--- src/rtl/seq_mult_n.sv ---
// -----------------------------------------------------------------------------
// seq_mult_n -- sequential shift-and-add multiplier, one multiplier bit per clock
//
// Purpose:
//   Multiplies two WIDTH-bit operands, either unsigned or two's complement,
//   and produces an exact 2*WIDTH-bit product. Signed operands are reduced to
//   their magnitudes on start. The unsigned product of the magnitudes is
//   accumulated through a chain of fa1 full-adder cells. The final sum is
//   negated on the way into the result register when the operand signs differ.
//
// Parameters:
//   WIDTH        operand width in bits (4..32), default 16
//
// Ports:
//   clk          clock, all state updates on the rising edge
//   reset        asynchronous, active-high reset
//   start        begins a new multiplication (in any state, aborting any other)
//   signed_mode  1 = two's complement operands, 0 = unsigned (sampled with start)
//   a            multiplicand (sampled with start)
//   b            multiplier   (sampled with start)
//   busy         high while an operation is running
//   ready        high while a finished product is being presented
//   result       product, valid while ready is high, zero otherwise
//
// Build option:
//   SEQ_MULT_N_EARLY_TERM_EN  when defined, RUN finishes as soon as no set
//                             multiplier bits remain, so latency follows the
//                             magnitude of b. The product is the same either way.
// -----------------------------------------------------------------------------

// Single-bit full adder cell used to build the accumulator ripple chain.
module fa1 (
    input  logic a,
    input  logic b,
    input  logic cin,
    output logic sum,
    output logic cout
);

    assign sum  = a ^ b ^ cin;
    assign cout = (a & b) | (cin & (a ^ b));

endmodule

module seq_mult_n #(
    parameter int WIDTH = 16
) (
    input  logic                 clk,
    input  logic                 reset,
    input  logic                 start,
    input  logic                 signed_mode,
    input  logic [WIDTH-1:0]     a,
    input  logic [WIDTH-1:0]     b,
    output logic                 busy,
    output logic                 ready,
    output logic [2*WIDTH-1:0]   result
);

    localparam int PW    = 2 * WIDTH;
    localparam int CNT_W = $clog2(WIDTH);

    typedef enum logic [1:0] {
        IDLE = 2'd0,
        RUN  = 2'd1,
        DONE = 2'd2
    } state_t;

    state_t            state;
    state_t            state_next;

    logic [PW-1:0]     reg_a;
    logic [WIDTH-1:0]  reg_b;
    logic [PW-1:0]     acc;
    logic [CNT_W-1:0]  count;
    logic              neg_flag;
    logic [PW-1:0]     result_reg;

    logic [WIDTH-1:0]  mag_a;
    logic [WIDTH-1:0]  mag_b;
    logic [PW-1:0]     addend;
    logic [PW-1:0]     sum;
    logic [PW:0]       carry;
    logic              carry_out_unused;
    logic              last_step;

    // Operand magnitudes. The most negative value maps to 2^(WIDTH-1), which
    // still fits in WIDTH unsigned bits, so no extra sign bit is needed.
    always_comb begin
        mag_a = a;
        mag_b = b;
        if (signed_mode && a[WIDTH-1]) begin
            mag_a = ~a + WIDTH'(1);
        end
        if (signed_mode && b[WIDTH-1]) begin
            mag_b = ~b + WIDTH'(1);
        end
    end

    // The partial product added this step is the shifted multiplicand, but
    // only when the current low multiplier bit is set.
    assign addend = reg_b[0] ? reg_a : '0;

    // Ripple-carry accumulator: carry enters at zero and the final carry out
    // is dropped, because 2*WIDTH bits already hold any magnitude product.
    assign carry[0] = 1'b0;

    genvar gi;
    generate
        for (gi = 0; gi < PW; gi++) begin : g_ripple
            fa1 u_fa1 (
                .a    (acc[gi]),
                .b    (addend[gi]),
                .cin  (carry[gi]),
                .sum  (sum[gi]),
                .cout (carry[gi+1])
            );
        end
    endgenerate

    assign carry_out_unused = carry[PW];

    // The last RUN step is normally the one that consumes the top multiplier
    // bit. With early termination it can also be any step after which the
    // shifted-down multiplier has no set bits left.
`ifdef SEQ_MULT_N_EARLY_TERM_EN
    assign last_step = (state == RUN) &&
                       ((count == CNT_W'(WIDTH - 1)) || (reg_b[WIDTH-1:1] == '0));
`else
    assign last_step = (state == RUN) && (count == CNT_W'(WIDTH - 1));
`endif

    // State register.
    always_ff @(posedge clk or posedge reset) begin
        if (reset) begin
            state <= IDLE;
        end else begin
            state <= state_next;
        end
    end

    // Next-state logic. A start request overrides every state, so a running
    // or finished operation is simply abandoned in favour of the new one.
    always_comb begin
        state_next = state;
        if (start) begin
            state_next = RUN;
        end else begin
            case (state)
                RUN: begin
                    if (last_step) begin
                        state_next = DONE;
                    end
                end
                default: begin
                    state_next = state;
                end
            endcase
        end
    end

    // Datapath. Start loads the magnitudes and clears the accumulator, the
    // step count and the result. Each RUN cycle then does one add and shift.
    // The signed result is formed only once, on the final step, so
    // intermediate sums stay plain unsigned. Outside RUN and start,
    // everything holds.
    always_ff @(posedge clk or posedge reset) begin
        if (reset) begin
            reg_a      <= '0;
            reg_b      <= '0;
            acc        <= '0;
            count      <= '0;
            neg_flag   <= 1'b0;
            result_reg <= '0;
        end else if (start) begin
            reg_a      <= {{WIDTH{1'b0}}, mag_a};
            reg_b      <= mag_b;
            acc        <= '0;
            count      <= '0;
            neg_flag   <= signed_mode & (a[WIDTH-1] ^ b[WIDTH-1]);
            result_reg <= '0;
        end else if (state == RUN) begin
            acc   <= sum;
            reg_a <= reg_a << 1;
            reg_b <= reg_b >> 1;
            count <= count + CNT_W'(1);
            if (last_step) begin
                result_reg <= neg_flag ? (~sum + PW'(1)) : sum;
            end
        end
    end

    assign busy   = (state == RUN);
    assign ready  = (state == DONE);
    assign result = ready ? result_reg : '0;

endmodule

--- config.mk ---
export PLATFORM = sky130hd
export DESIGN_NAME = seq_mult_n
export DESIGN_NICKNAME = d
export VERILOG_FILES = /design/src/rtl/seq_mult_n.sv
export SDC_FILE = /design/constraint.sdc
export NUM_CORES = 1
export LEC_CHECK = 0
export BUFFER_PORTS_ARGS = -buffer_cell sky130_fd_sc_hd__buf_2
export CAP_MARGIN = 20
export CORE_MARGIN = 2
export CORE_UTILIZATION = 45
export DETAILED_ROUTE_END_ITERATION = 12
export GPL_TIMING_DRIVEN = 0
export SYNTH_ARGS = -nofsm -noshare
export SYNTH_HDL_FRONTEND = slang
export SYNTH_SLANG_ARGS = --single-unit
--- constraint.sdc ---
create_clock -name clk -period 26.9 [get_ports clk]
set_clock_uncertainty 0.1 [all_clocks]
set_input_delay 1.345 -clock clk [delete_from_list [all_inputs] [get_ports clk]]
set_output_delay 1.345 -clock clk [all_outputs]
set_load 0.01 [all_outputs]
=== Word-level counts from Yosys, hierarchy flattened ===
Cells that the tools add are included.

* Add/subtract/negate cells: 4
* Eq/ne operators: 3
* Multiplexer cells: 19
* Bitwise gates (word level): 159
* Reduce and logical (&&, ||, !) cells: 6

{| class="wikitable"
|+ Operators by type and width
! kind !! number
|-
| 32-bit two-way mux || 10
|-
| 16-bit two-way mux || 4
|-
| 1-bit bitwise XOR || 64
|-
| 1-bit AND || 62
|-
| 16-bit by 1-bit adder with 16-bit output, second input constant || 2
|-
| 32-bit by 1-bit adder with 32-bit output, second input constant || 1
|-
| 16-bit NOT || 2
|-
| 32-bit NOT || 1
|-
| 1-bit bitwise OR || 30
|-
| 4-bit two-way mux || 2
|-
| 2-bit two-way mux || 3
|-
| 4-bit by 1-bit adder with 4-bit output, second input constant || 1
|-
| 4-bit == test, second input constant || 1
|-
| 2-bit nonzero test || 2
|-
| 1-bit logical AND || 3
|-
| 2-bit by 1-bit == test with 1-bit output, second input constant || 1
|-
| 2-bit == test, second input constant || 1
|-
| 2-bit AND reduction || 1
|}

* Register bits: 119
* Input bits: 36
* Output and inout port bits: 34
* Logic and storage cells: 198

=== Depth between registers and ports, before layout ===
* Word-level depth: 69
* Depth in mapped cells: 41
* Gate-level depth less buffers: 39

=== By module ===
A second synthesis with hierarchy kept.

* Cells, all modules: 784
* Area, all modules: 7169.4 um^2

{| class="wikitable"
|+ By module, submodules not included
! module !! instances !! cells an instance !! area an instance (um^2) !! seq. area each (um^2)
|-
| seq_mult_n || 1 || 752 || 6528.8 || 2977.9
|-
| fa1 || 32 || 1 || 20.0 || 0.0
|}

=== Least setup slack after synthesis ===
Ideal clock, no wire load.

* Kind: reg2reg
* Start point: reg reg_b[0]
* End point: reg result_reg[31]
* Library setup time: 0.104 ns
* Arrival time: 12.983 ns
* Data required time: 26.696 ns
* Path slack: 13.713 ns
* Cell stages (with the launch flop): 40
* Path buffers: 2
* Period minus slack after synthesis: 13.187 ns
* Cells stage by stage: dfrtp_1 > clkbuf_1 > clkbuf_1 > and2_1 > ha_1 > inv_1 > fa_1 > fa_1 > fa_1 > fa_1 > fa_1 > fa_1 > fa_1 > fa_1 > fa_1 > fa_1 > fa_1 > fa_1 > [... 4 more ...] > fa_1 > fa_1 > fa_1 > fa_1 > fa_1 > fa_1 > fa_1 > fa_1 > fa_1 > fa_1 > fa_1 > fa_1 > inv_1 > fa_1 > fa_1 > o41ai_1 > nand4b_1 > o311ai_1

* Longest elaborated chain between the ends: 69
* Elaborated cells between the ends (all ways): 161
* Those cells by class: 1 x add/sub; 5 x mux; 155 x bitwise

{| class="wikitable"
|+ RTL lines
! what !! RTL line !! source
|-
| start, declared || 72 || <nowiki>logic [WIDTH-1:0] reg_b;</nowiki>
|-
| start signal, assigned || 176 || <nowiki>reg_b <= mag_b;</nowiki>
|-
| start signal, assigned || 184 || <nowiki>reg_b <= reg_b >> 1;</nowiki>
|-
| 32-bit two-way mux * || 101 || <nowiki>assign addend = reg_b[0] ? reg_a : '0;</nowiki>
|-
| 1-bit AND / 1-bit bitwise XOR (equally long branches) || 41, 40 ||
|-
| 1-bit AND || 41 || <nowiki>assign cout = (a & b) | (cin & (a ^ b));</nowiki>
|-
| 1-bit bitwise OR || 41 ||
|-
| 1-bit AND || 41 ||
|-
| 1-bit bitwise OR || 41 ||
|-
| 1-bit AND || 41 ||
|-
| 1-bit bitwise OR || 41 ||
|-
| [... 53 more ...] || - ||
|-
| 1-bit bitwise OR || 41 ||
|-
| 1-bit bitwise XOR || 40 || <nowiki>assign sum = a ^ b ^ cin;</nowiki>
|-
| 32-bit NOT || 187 || <nowiki>result_reg <= neg_flag ? (~sum + PW'(1)) : sum;</nowiki>
|-
| 32-bit by 1-bit adder with 32-bit output || 187 ||
|-
| 32-bit two-way mux * || 187 ||
|-
| 32-bit two-way mux * || 186 || <nowiki>if (last_step) begin</nowiki>
|-
| 32-bit two-way mux * || 181 || <nowiki>end else if (state == RUN) begin</nowiki>
|-
| 32-bit two-way mux * || 174 || <nowiki>end else if (start) begin</nowiki>
|-
| end signal, assigned || 187 ||
|-
| end, declared || 76 || <nowiki>logic [PW-1:0] result_reg;</nowiki>
|}

Every way passes the cells marked *; elsewhere a longest branch is shown, timed or not. The select of a mux whose other input is x is not followed.
A chain may end at the register's enable or synchronous reset.

=== Worst setup path in the final report ===
Same ends and word-level chain as after synthesis.

==> impl_metrics.py <==
metrics = {
    "placed_design": {
        "post-place-ws_ns": 12.69,
        "detailed_place_hpwl_um": 14300,
        "port_buffers": 68,
        "gp_congestion": 0.843,
        "place_inst": 1118,
    },
    "clocking": {
        "hold_buffers": 0,
        "numCtsBuffers": 17,
        "clock_latency_ns": 0.43,
        "ctsResizeCount": 0,
        "cts.htree.levels": 4,
        "cts_buffer_depth": 2,
        "cts.sinks": 119,
        "path_clk_slew_ns": 0.06,
        "post_cts_buffers": 0,
        "tritoncts": "built",
        "cts_root_buffer": "clkbuf_16",
    },
    "hold_path": {
        "hold_start": "result_reg[27]",
        "holdCritPathClass": "reg -> reg",
        "whs_path_depth": 2,
        "min_to": "result_reg[27]",
    },
    "timing": {
        "setup_viol_count_final": 0,
        "slew_violations": 0,
        "final_hold_viol_count": 0,
        "post-route-min-period_ns": 14.38,
        "timing.final.ws_setup_ns": 12.52,
        "relSlewSlack_pct": 47.7,
        "rsz0062_at_grt": "false",
        "finalSetupTns_ns": 0,
        "worst_slew_pin_slew_ns": 0.784,
        "fmax_mhz": 69.6,
        "fin_crit_sh_pct": 53.4,
    },
    "route": {
        "vias": 6033,
        "drt-initial-drc-count": 330,
        "wl_um": 18800,
        "ant_nets": 0,
        "drt-pass1-iter-count": 5,
        "drc_errors": 0,
        "vias_per_cell": 5.25,
        "routedWlPerCell_um": 16.4,
    },
    "setup_path": {
        "crit_required_ns": 27.12,
        "critical_path.max_stage_delay_ns": 0.59,
        "timing_worst_setup_path_type": "reg -> reg",
        "worstReg2RegStart": "reg_b[0]",
        "slowest_stage": "o41ai_1",
        "r2r_cells": 39,
        "start_kind": "register",
        "end_kind": "register",
        "cpMostUsedCell": "fa_1",
        "crit_fanout": 10,
        "reg2reg_to": "result_reg[31]",
        "arrival_ns": 14.60,
        "reg2reg_slack_ns": 12.52,
    },
    "die": {
        "die_h_um": 133,
        "dieWidth_um": 133,
        "fp-row-count": 47,
        "ioPinCount": 70,
        "core_area_um2": 16400,
        "floorplan.die_area_um2": 17600,
        "start_util_pct": 45.5,
    },
    "yosys": {
        "synth.distinct_cells": 60,
        "yosysWarnings": 0,
        "ys_async_sr_fraction_pct": 100,
        "netlist_area_um2": 7470,
        "syn_inst": 829,
        "yosysTopAreaCellShare_pct": 39.9,
        "avgSynthCellArea_um2": 9.01,
        "synth_area_leaders": "dfrtp_1 (40%), fa_1 (8.0%), nand2_1 (7.1%)",
        "yosysSeqAreaShare_pct": 39.9,
        "synth_edf_count": 0,
        "yosysTopAreaCell": "dfrtp_1",
        "ys_ff_latch": 119,
        "syn_nets": 900,
        "synth_flop_cell": "dfrtp_1",
    },
    "power_and_ir_drop": {
        "leakagePower_nw": 3.68,
        "total_power_w": 0.000570,
        "ir_drop_v": 0.0000509,
        "powerDensity_nw_per_um2": 65.5,
    },
    "global_routing": {
        "antenna_found_initial": 0,
        "grt_max_degree": 90,
        "grt.total_usage_pct": 22.7,
        "grt_pass1_wl_um": 31300,
        "overflow": 0,
        "grt_pass1_vias": 5914,
    },
    "layout": {
        "layout_common_cells": "nand2_1 (141), dfrtp_1 (119), a21oi_1 (75)",
        "drive_gt1_share_pct": 14.1,
        "postLayoutCoreUtil_pct": 53.1,
        "finalNonFillerCells": 1150,
        "finalNetCount": 988,
        "area_growth_pct": 16.6,
        "antennaDiodeCount": 0,
        "final_common_cell": "nand2_1",
    },
    "outcome": {
        "status": "finished clean",
    },
    "run": {
        "maxCapViolCount": 0,
    },
}
[per-layer routing]
metal  up-vias  wire, um  GRT usage (%)
li1       2986         -              -
met3        27       775           3.75
met5         -         0              0
met4         0       323           7.23
met1      2857      9200           32.4
met2       163      8530           35.4
[worst max-delay path by stage]
| stage | start | end | slack (ns) |
|---|---|---|---|
| after detailed placement | reg_b[0] | result_reg[31] | 12.69 |
| after CTS | reg_b[0] | result_reg[31] | 12.58 |
| after floorplan | reg_b[0] | result_reg[31] | 13.71 |
| final | reg_b[0] | result_reg[31] | 12.52 |
| after global routing | reg_b[0] | result_reg[31] | 12.03 |
| after global placement | reg_b[0] | result_reg[31] | 12.75 |
[critical path, delay by kind of cell (launching register included)]
kind                       cells  cell delay (ns)
DFF                            1             0.32
AOI/OAI and AO/OA              2             0.70
buffers and inverters          4             0.78
and+or+nand+nor                2             0.41
adders and majority gates     31            11.95
[final cells by class]
| type | instances | area (um^2) |
|---|---|---|
| Buffer | 52 | 230 |
| Clock buffer | 18 | 429 |
| Clock inverter | 14 | 159 |
| Fill cell | 1568 | 7700 |
| Inverter | 43 | 166 |
| Multi-Input combinational cell | 615 | 4100 |
| Sequential cell | 119 | 2980 |
| Tap cell | 220 | 275 |
| Timing Repair Buffer | 69 | 368 |
[cells by family (layout without fill, tap and decap cells)]
group / count (synthesis) / after routing / share of synthesized area, %
AND/OR/NAND/NOR: 320 / 320 / 21.2
AO/OA/AOI/OAI: 190 / 190 / 16.3
flip-flops: 119 / 119 / 39.9
buffers and inverters: 95 / 196 / 5.24
XOR/XNOR: 56 / 56 / 6.57
adder cells (fa/ha/maj): 35 / 35 / 8.88
multiplexers: 14 / 14 / 1.88
[cells in the mapped netlist (4+ instances only)]
cell	count
nor3_1	8
and2_1	56
a21oi_1	75
o31ai_1	6
fa_1	30
ha_1	5
a31oi_1	6
nand4_1	7
mux2i_1	14
xnor2_1	20
nor2_1	60
nand2_1	141
a211oi_1	39
dfrtp_1	119
nand3_1	9
xor2_1	36
clkbuf_1	44
o21ai_0	31
and3_1	4
inv_1	42
o21ai_1	9
nand3b_1	4
nand4b_1	4
[per-stage QoR]
step / instance area, um^2 / hold WS [ns]
CTS: 8700 / 0.373
global placement: 8080 / 0.356
detailed placement: 8120 / 0.361
global route: 8700 / 0.402
floorplan: 7470 / 0.340
finish: 8700 / 0.366
[power breakdown]
group          total [W]  internal [W]  switching, W
logic           0.000141     0.0000506     0.0000909
registers       0.000200      0.000192    0.00000845
clock network   0.000228      0.000144     0.0000839
total           0.000570      0.000387      0.000183
(Power assumes the default switching activity.)
